==> config.mk <==
export PLATFORM = sky130hd
export DESIGN_NAME = boot_copier
export DESIGN_NICKNAME = d
export VERILOG_FILES = /design/src/rtl/boot_copier.sv
export SDC_FILE = /design/constraint.sdc
export NUM_CORES = 1
export LEC_CHECK = 0
export ABC_AREA = 1
export BUFFER_PORTS_ARGS = -buffer_cell sky130_fd_sc_hd__clkbuf_2
export CORE_AREA = 8 8 78 73
export CTS_CLUSTER_DIAMETER = 50
export DETAILED_ROUTE_END_ITERATION = 10
export DIE_AREA = 0 0 86 81
export PLACE_DENSITY_LB_ADDON = 0.12
export REMOVE_ABC_BUFFERS = 1
export SYNTH_ARGS = -nofsm -noshare
export SYNTH_HDL_FRONTEND = slang
export SYNTH_SLANG_ARGS = --single-unit
==> constraint.sdc <==
create_clock -name clk -period 2 [get_ports clk]
set_input_delay 0.1 -clock clk [delete_from_list [all_inputs] [get_ports clk]]
set_output_delay 0.1 -clock clk [all_outputs]
set_load 0.01 [all_outputs]
==> src/rtl/boot_copier.sv <==
// ---------------------------------------------------------------------------
// boot_copier
//   Copies WORDS 16-bit words from a ROM to a RAM after a start request.
//   Each word is read in one cycle (ROM data is valid with the address) and
//   then written, holding the write request until the RAM accepts it.
//   Once the copy is done, the block stays in DONE until reset.
//
//   Optional feature (macro BOOT_CHECKSUM_EN):
//     A modulo-2^16 sum of words 0..WORDS-2 is compared with the last word.
//     On a mismatch, err is set and stays set until reset. When the macro is
//     undefined, err is tied to 0.
//
// Parameters
//   WORDS      number of words to copy (2..4096)
//   SRC_BASE   first ROM word address
//   DST_BASE   first RAM word address
//
// Ports
//   clk          clock, rising edge
//   rst_n        asynchronous active-low reset
//   start        level request to start the copy (sampled in IDLE only)
//   rom_address  ROM word address (0 outside READ)
//   rom_be       ROM byte enables (2'b11 in READ)
//   rom_ce       ROM chip enable (1 in READ)
//   rom_data     ROM read data
//   ram_addr     RAM word address (holds its last value outside WRITE)
//   ram_wdata    RAM write data (holds its last value outside WRITE)
//   ram_we       RAM write request (1 in WRITE)
//   ram_ready    RAM accept; a write completes when ram_we & ram_ready
//   busy         copy in progress (READ, WRITE, CHECK)
//   done         copy finished, sticky until reset
//   err          checksum mismatch, sticky until reset
// ---------------------------------------------------------------------------
module boot_copier #(
  parameter int          WORDS    = 4096,
  parameter logic [17:0] SRC_BASE = 18'h00000,
  parameter logic [17:0] DST_BASE = 18'h00000
) (
  input  logic        clk,
  input  logic        rst_n,
  input  logic        start,
  output logic [17:0] rom_address,
  output logic [1:0]  rom_be,
  output logic        rom_ce,
  input  logic [15:0] rom_data,
  output logic [17:0] ram_addr,
  output logic [15:0] ram_wdata,
  output logic        ram_we,
  input  logic        ram_ready,
  output logic        busy,
  output logic        done,
  output logic        err
);

  localparam int            IW   = (WORDS > 1) ? $clog2(WORDS) : 1;
  localparam logic [IW-1:0] LAST = IW'(WORDS - 1);

  typedef enum logic [2:0] {
    S_IDLE,
    S_READ,
    S_WRITE,
    S_CHECK,
    S_DONE
  } state_t;

  state_t        r_state;
  state_t        w_next;
  logic [IW-1:0] r_index;
  logic [15:0]   r_buf;
  logic [17:0]   r_ram_addr;
  logic          w_accept;
  logic          w_last;

  assign w_accept = (r_state == S_WRITE) && ram_ready;
  assign w_last   = (r_index == LAST);

  always_ff @(posedge clk or negedge rst_n) begin
    if (!rst_n) r_state <= S_IDLE;
    else        r_state <= w_next;
  end

  always_comb begin
    w_next = r_state;
    unique case (r_state)
      S_IDLE:  if (start) w_next = S_READ;
      S_READ:  w_next = S_WRITE;
      S_WRITE: if (ram_ready) w_next = w_last ? S_CHECK : S_READ;
      S_CHECK: w_next = S_DONE;
      S_DONE:  w_next = S_DONE;
      default: w_next = S_IDLE;
    endcase
  end

  // The buffer doubles as the RAM write data: it is loaded at the end of
  // READ together with the RAM address, so both stay stable throughout
  // WRITE and keep their values afterwards.
  always_ff @(posedge clk or negedge rst_n) begin
    if (!rst_n) begin
      r_index    <= '0;
      r_buf      <= '0;
      r_ram_addr <= '0;
    end else begin
      if (r_state == S_IDLE && start) r_index <= '0;
      if (r_state == S_READ) begin
        r_buf      <= rom_data;
        r_ram_addr <= DST_BASE + 18'(r_index);
      end
      if (w_accept && !w_last) r_index <= r_index + IW'(1);
    end
  end

`ifdef BOOT_CHECKSUM_EN
  logic [15:0] r_sum;
  logic        r_err;

  // The last word is the expected checksum, so it is not added to the sum.
  // CHECK compares the sum with it while the last word is still in r_buf.
  always_ff @(posedge clk or negedge rst_n) begin
    if (!rst_n) begin
      r_sum <= '0;
      r_err <= 1'b0;
    end else begin
      if (w_accept && !w_last) r_sum <= r_sum + r_buf;
      if (r_state == S_CHECK && r_sum != r_buf) r_err <= 1'b1;
    end
  end

  assign err = r_err;
`else
  assign err = 1'b0;
`endif

  assign rom_ce      = (r_state == S_READ);
  assign rom_be      = (r_state == S_READ) ? 2'b11 : 2'b00;
  assign rom_address = (r_state == S_READ) ? (SRC_BASE + 18'(r_index)) : 18'h0;
  assign ram_we      = (r_state == S_WRITE);
  assign ram_addr    = r_ram_addr;
  assign ram_wdata   = r_buf;
  assign busy        = (r_state == S_READ) || (r_state == S_WRITE) || (r_state == S_CHECK);
  assign done        = (r_state == S_DONE);

endmodule

==> run_results.csv <==
group,metric,value,unit
run_status,status,"finished clean",
clock_tree,htree_levels,2,
place,placement.io_buffers,65,
finish,drive_gt1_frac,0.252,
die,rows,23,
critical_path,critPathSlowestCell,"inv_2",
timing,slew_headroom,0.445,
timing,rsz0062_at_grt,"false",
die,die-area,6970,um^2
finish,stdcell_count,395,
power_and_ir_drop,p_per_area,1140,nW/um^2
finish,utilization,0.608,
synthesis,yosys.area.top_type,"dfrtp_1",
critical_path,crit_path_end_kind,"output port",
critical_path,critPathMaxFanout,53,
timing,setup_viol,0,
critical_path,cp_slowest_stage_delay,0.61,ns
place,place_congestion,0.805,
route,dr.first_iter.drc_count,72,
critical_path,crit_end,"rom_address[4]",
finish,fin_area,2640,um^2
synthesis,syn_area_per_cell,8.13,um^2
die,ios,79,
synthesis,synth_cells,258,
clock_tree,cts_tree,"done",
synthesis,synth-edff-count,0,
synthesis,synth.top_cells.by_count,"nand2_1 (85), dfrtp_1 (43), nor2_1 (25), nand3_1 (21), o21ai_1 (19)",
synthesis,yosys-top-cells-area,"dfrtp_1 (51%), nand2_1 (15%), buf_4 (5.4%), nand3_1 (5.0%), o21ai_1 (4.5%)",
synthesis,synthMuxAreaShare,0,
synthesis,yosys_most_used_dff,"dfrtp_1",
timing,tightest_slew,0.831,ns
global_routing,grt_max_degree,54,
timing,hold_viol,0,
power_and_ir_drop,intPower,1.93,mW
timing,fmax,0.556,GHz
route,drtAntennaViolNets,0,
route,routedWlPerCell,12.0,um
global_routing,grt_pass1_vias,1685,
synthesis,synth_top_family_by_area,"simple AND/OR/NAND/NOR gates",
power_and_ir_drop,switchingPower,1.09,mW
clock_tree,root_buffer,"clkbuf_8",
die,start_util,0.483,
critical_path,worstPathRequired,1.90,ns
critical_path,crit_start,"r_state[0]$_DFFE_PN0P_",
die,die_y,81,um
synthesis,synth.distinct_cells,24,
place,dpl_cell_area,2390,um^2
synthesis,synth_compound_area_frac,0.0644,
critical_path,cpMostUsedCell,"inv_2",
power_and_ir_drop,power_frac_clock,0.262,
power_and_ir_drop,seqPwrFrac,0.403,
timing,clock_skew,0.00897,ns
place,dp.cells,375,
route,vias,1769,
synthesis,yosys_warnings,0,
timing,fin_crit,1.80,ns
clock_tree,clkSlewWorstSetupHoldPaths,0.08,ns
timing,slew_violations,0,
synthesis,synth.top_cell.area_share,0.513,
global_routing,grt_overflow,0,
power_and_ir_drop,p_sw_frac,0.361,
power_and_ir_drop,leakage,1.37,nW
place,dp_hpwl,3400,um
finish,n_antenna_cell,0,
critical_path,r2r_slack,0.36,ns
timing,finalSetupTns,0,ns
synthesis,post-synth-top-count-cell,"nand2_1",
hold_path,hp-class,"input pin to register",
critical_path,reg2reg_from,"r_index[0]$_DFFE_PN0P_",
clock_tree,clock_latency,0.30,ns
synthesis,ys_seq_area_frac,0.513,
global_routing,grt_pass1_wl,7660,um
critical_path,reg2regPathDepth,8,
synthesis,synthArstFlopShare,1.00,
synthesis,synth-simple-area-share,0.283,
critical_path,critPathArrivalTime,1.70,ns
critical_path,start_kind,"register",
route,drc_errors,0,
timing,period_share,0.899,
route,post_drt_via_cell_ratio,4.48,
finish,finalNetCount,353,
route,wirelength,4750,um
flow_run,maxCapViolCount,0,
synthesis,synth-xor-area-share,0.0167,
clock_tree,cts_sinks,43,
critical_path,r2r_end,"r_index[8]$_DFFE_PN0P_",
clock_tree,numCtsBuffers,5,
synthesis,synth-adder-area-share,0.00597,
synthesis,ys_seq_elements,43,
critical_path,cp_cell_sequence,"inv_2 -> nor3_4 -> inv_2 -> nor2_1 -> clkbuf_2",
global_routing,grt.total_usage,0.138,
critical_path,critical_path_class,"register to output port",
power_and_ir_drop,vdd_drop_max,0.708,mV
finish,area_growth,26.0,%
clock_tree,cts_max_path_buffers,2,
power_and_ir_drop,p_comb_frac,0.335,
die,chipWidth,86,um
route,dr.pass1.iters,4,
clock_tree,post_cts_buffers,0,
global_routing,antenna_found_initial,0,
die,core,4350,um^2
synthesis,synthesis.area,2100,um^2
-- worst max-delay path, delay by kind of cell, from the launching register on --
| kind | cells | cell delay, ns |
|---|---|---|
| flip-flops | 1 | 0.41 |
| buffers and inverters | 3 | 0.86 |
| AND/OR/NAND/NOR | 2 | 0.13 |
-- placed cells by master, fill, tap and decap left out, drive strengths merged --
| master | count |
|---|---|
| nand3 | 22 |
| dlygate4sd3 | 12 |
| o211ai | 1 |
| o21ai | 23 |
| a21oi | 1 |
| xnor2 | 1 |
| clkbuf | 71 |
| nand2 | 87 |
| bufinv | 2 |
| ha | 1 |
| nand4 | 2 |
| dfrtp | 43 |
| conb | 13 |
| xor2 | 3 |
| o21bai | 1 |
| inv | 19 |
| nor3 | 1 |
| nor2 | 28 |
| buf | 2 |
-- stage by stage --
stage               setup slack (ns)  total power, mW  hold slack, ns
finish                         0.202             3.02         0.00242
global route                  0.0363             3.24        0.000458
CTS                            0.193             3.05        0.000375
detailed placement             0.384             2.24         0.00522
global placement               0.441             2.21         0.00735
floorplan                      0.109             1.81          -0.196
-- state kept, by name (all words and copies together), names as in the netlist --
| name | cells |
|---|---|
| r_state | 3 |
| ram_wdata | 16 |
| r_index | 12 |
| ram_addr | 12 |
-- final cells by class --
class / count / area [um^2]
sequential: 43 / 1080
clock buffer: 6 / 72.6
tap: 62 / 77.6
inverter: 19 / 71.3
timing repair buffer: 79 / 460
clock inverter: 2 / 60.1
fill: 415 / 1700
multi-input combinational: 184 / 825
-- worst min path at each step --
| stage | startpoint | to | slack, ns | cells after the start |
|---|---|---|---|---|
| 6_report | rom_data[3] | ram_wdata[3]$_DFFE_PN0P_ | 0.002 | 3 |
| 5_1_grt | rom_data[13] | ram_wdata[13]$_DFFE_PN0P_ | 0.0005 | 3 |
| 4_1_cts | rom_data[8] | ram_wdata[8]$_DFFE_PN0P_ | 0.0004 | 3 |
| 3_5_place_dp | rst_n | ram_wdata[14]$_DFFE_PN0P_ | 0.005 | 1 |
| 3_3_place_gp | rst_n | ram_wdata[14]$_DFFE_PN0P_ | 0.007 | 1 |
| 2_1_floorplan | rst_n | r_index[0]$_DFFE_PN0P_ | -0.20 | 0 |
-- cell families after synthesis --
| logic type | Yosys count |
|---|---|
| AO/OA/AOI/OAI | 26 |
| XOR/XNOR | 4 |
| adder cells (fa/ha/maj) | 1 |
| buffers and inverters | 43 |
| flip-flops | 43 |
| other | 1 |
| AND/OR/NAND/NOR | 140 |
-- layer usage --
metal  GRT usage  vias to the layer above  wire length (um)  part of all wire
li1            -                      927                 -                 -
met1       0.163                      785              2130              0.45
met2       0.227                       52              2210              0.47
met3      0.0474                        5               352             0.074
met4      0.0594                        0                56             0.012
met5           0                        -                 0                 0
-- what timing repair did --
action | 4_1_cts | 5_1_grt
hold buffers | 9 | 3
hold endpoints to repair | 20 | 3
gates resized for setup | 0 | 0
-- power groups by stage --
stage | logic (mW) | clock network (mW) | registers, mW
after global routing | 1.15 | 0.851 | 1.25
after floorplan | 0.504 | 0 | 1.31
after detailed placement | 1.01 | 0 | 1.23
after CTS | 1.03 | 0.808 | 1.21
final | 1.01 | 0.790 | 1.22
after global placement | 0.989 | 0 | 1.22
Note: power is estimated with default switching activity, not from simulation.
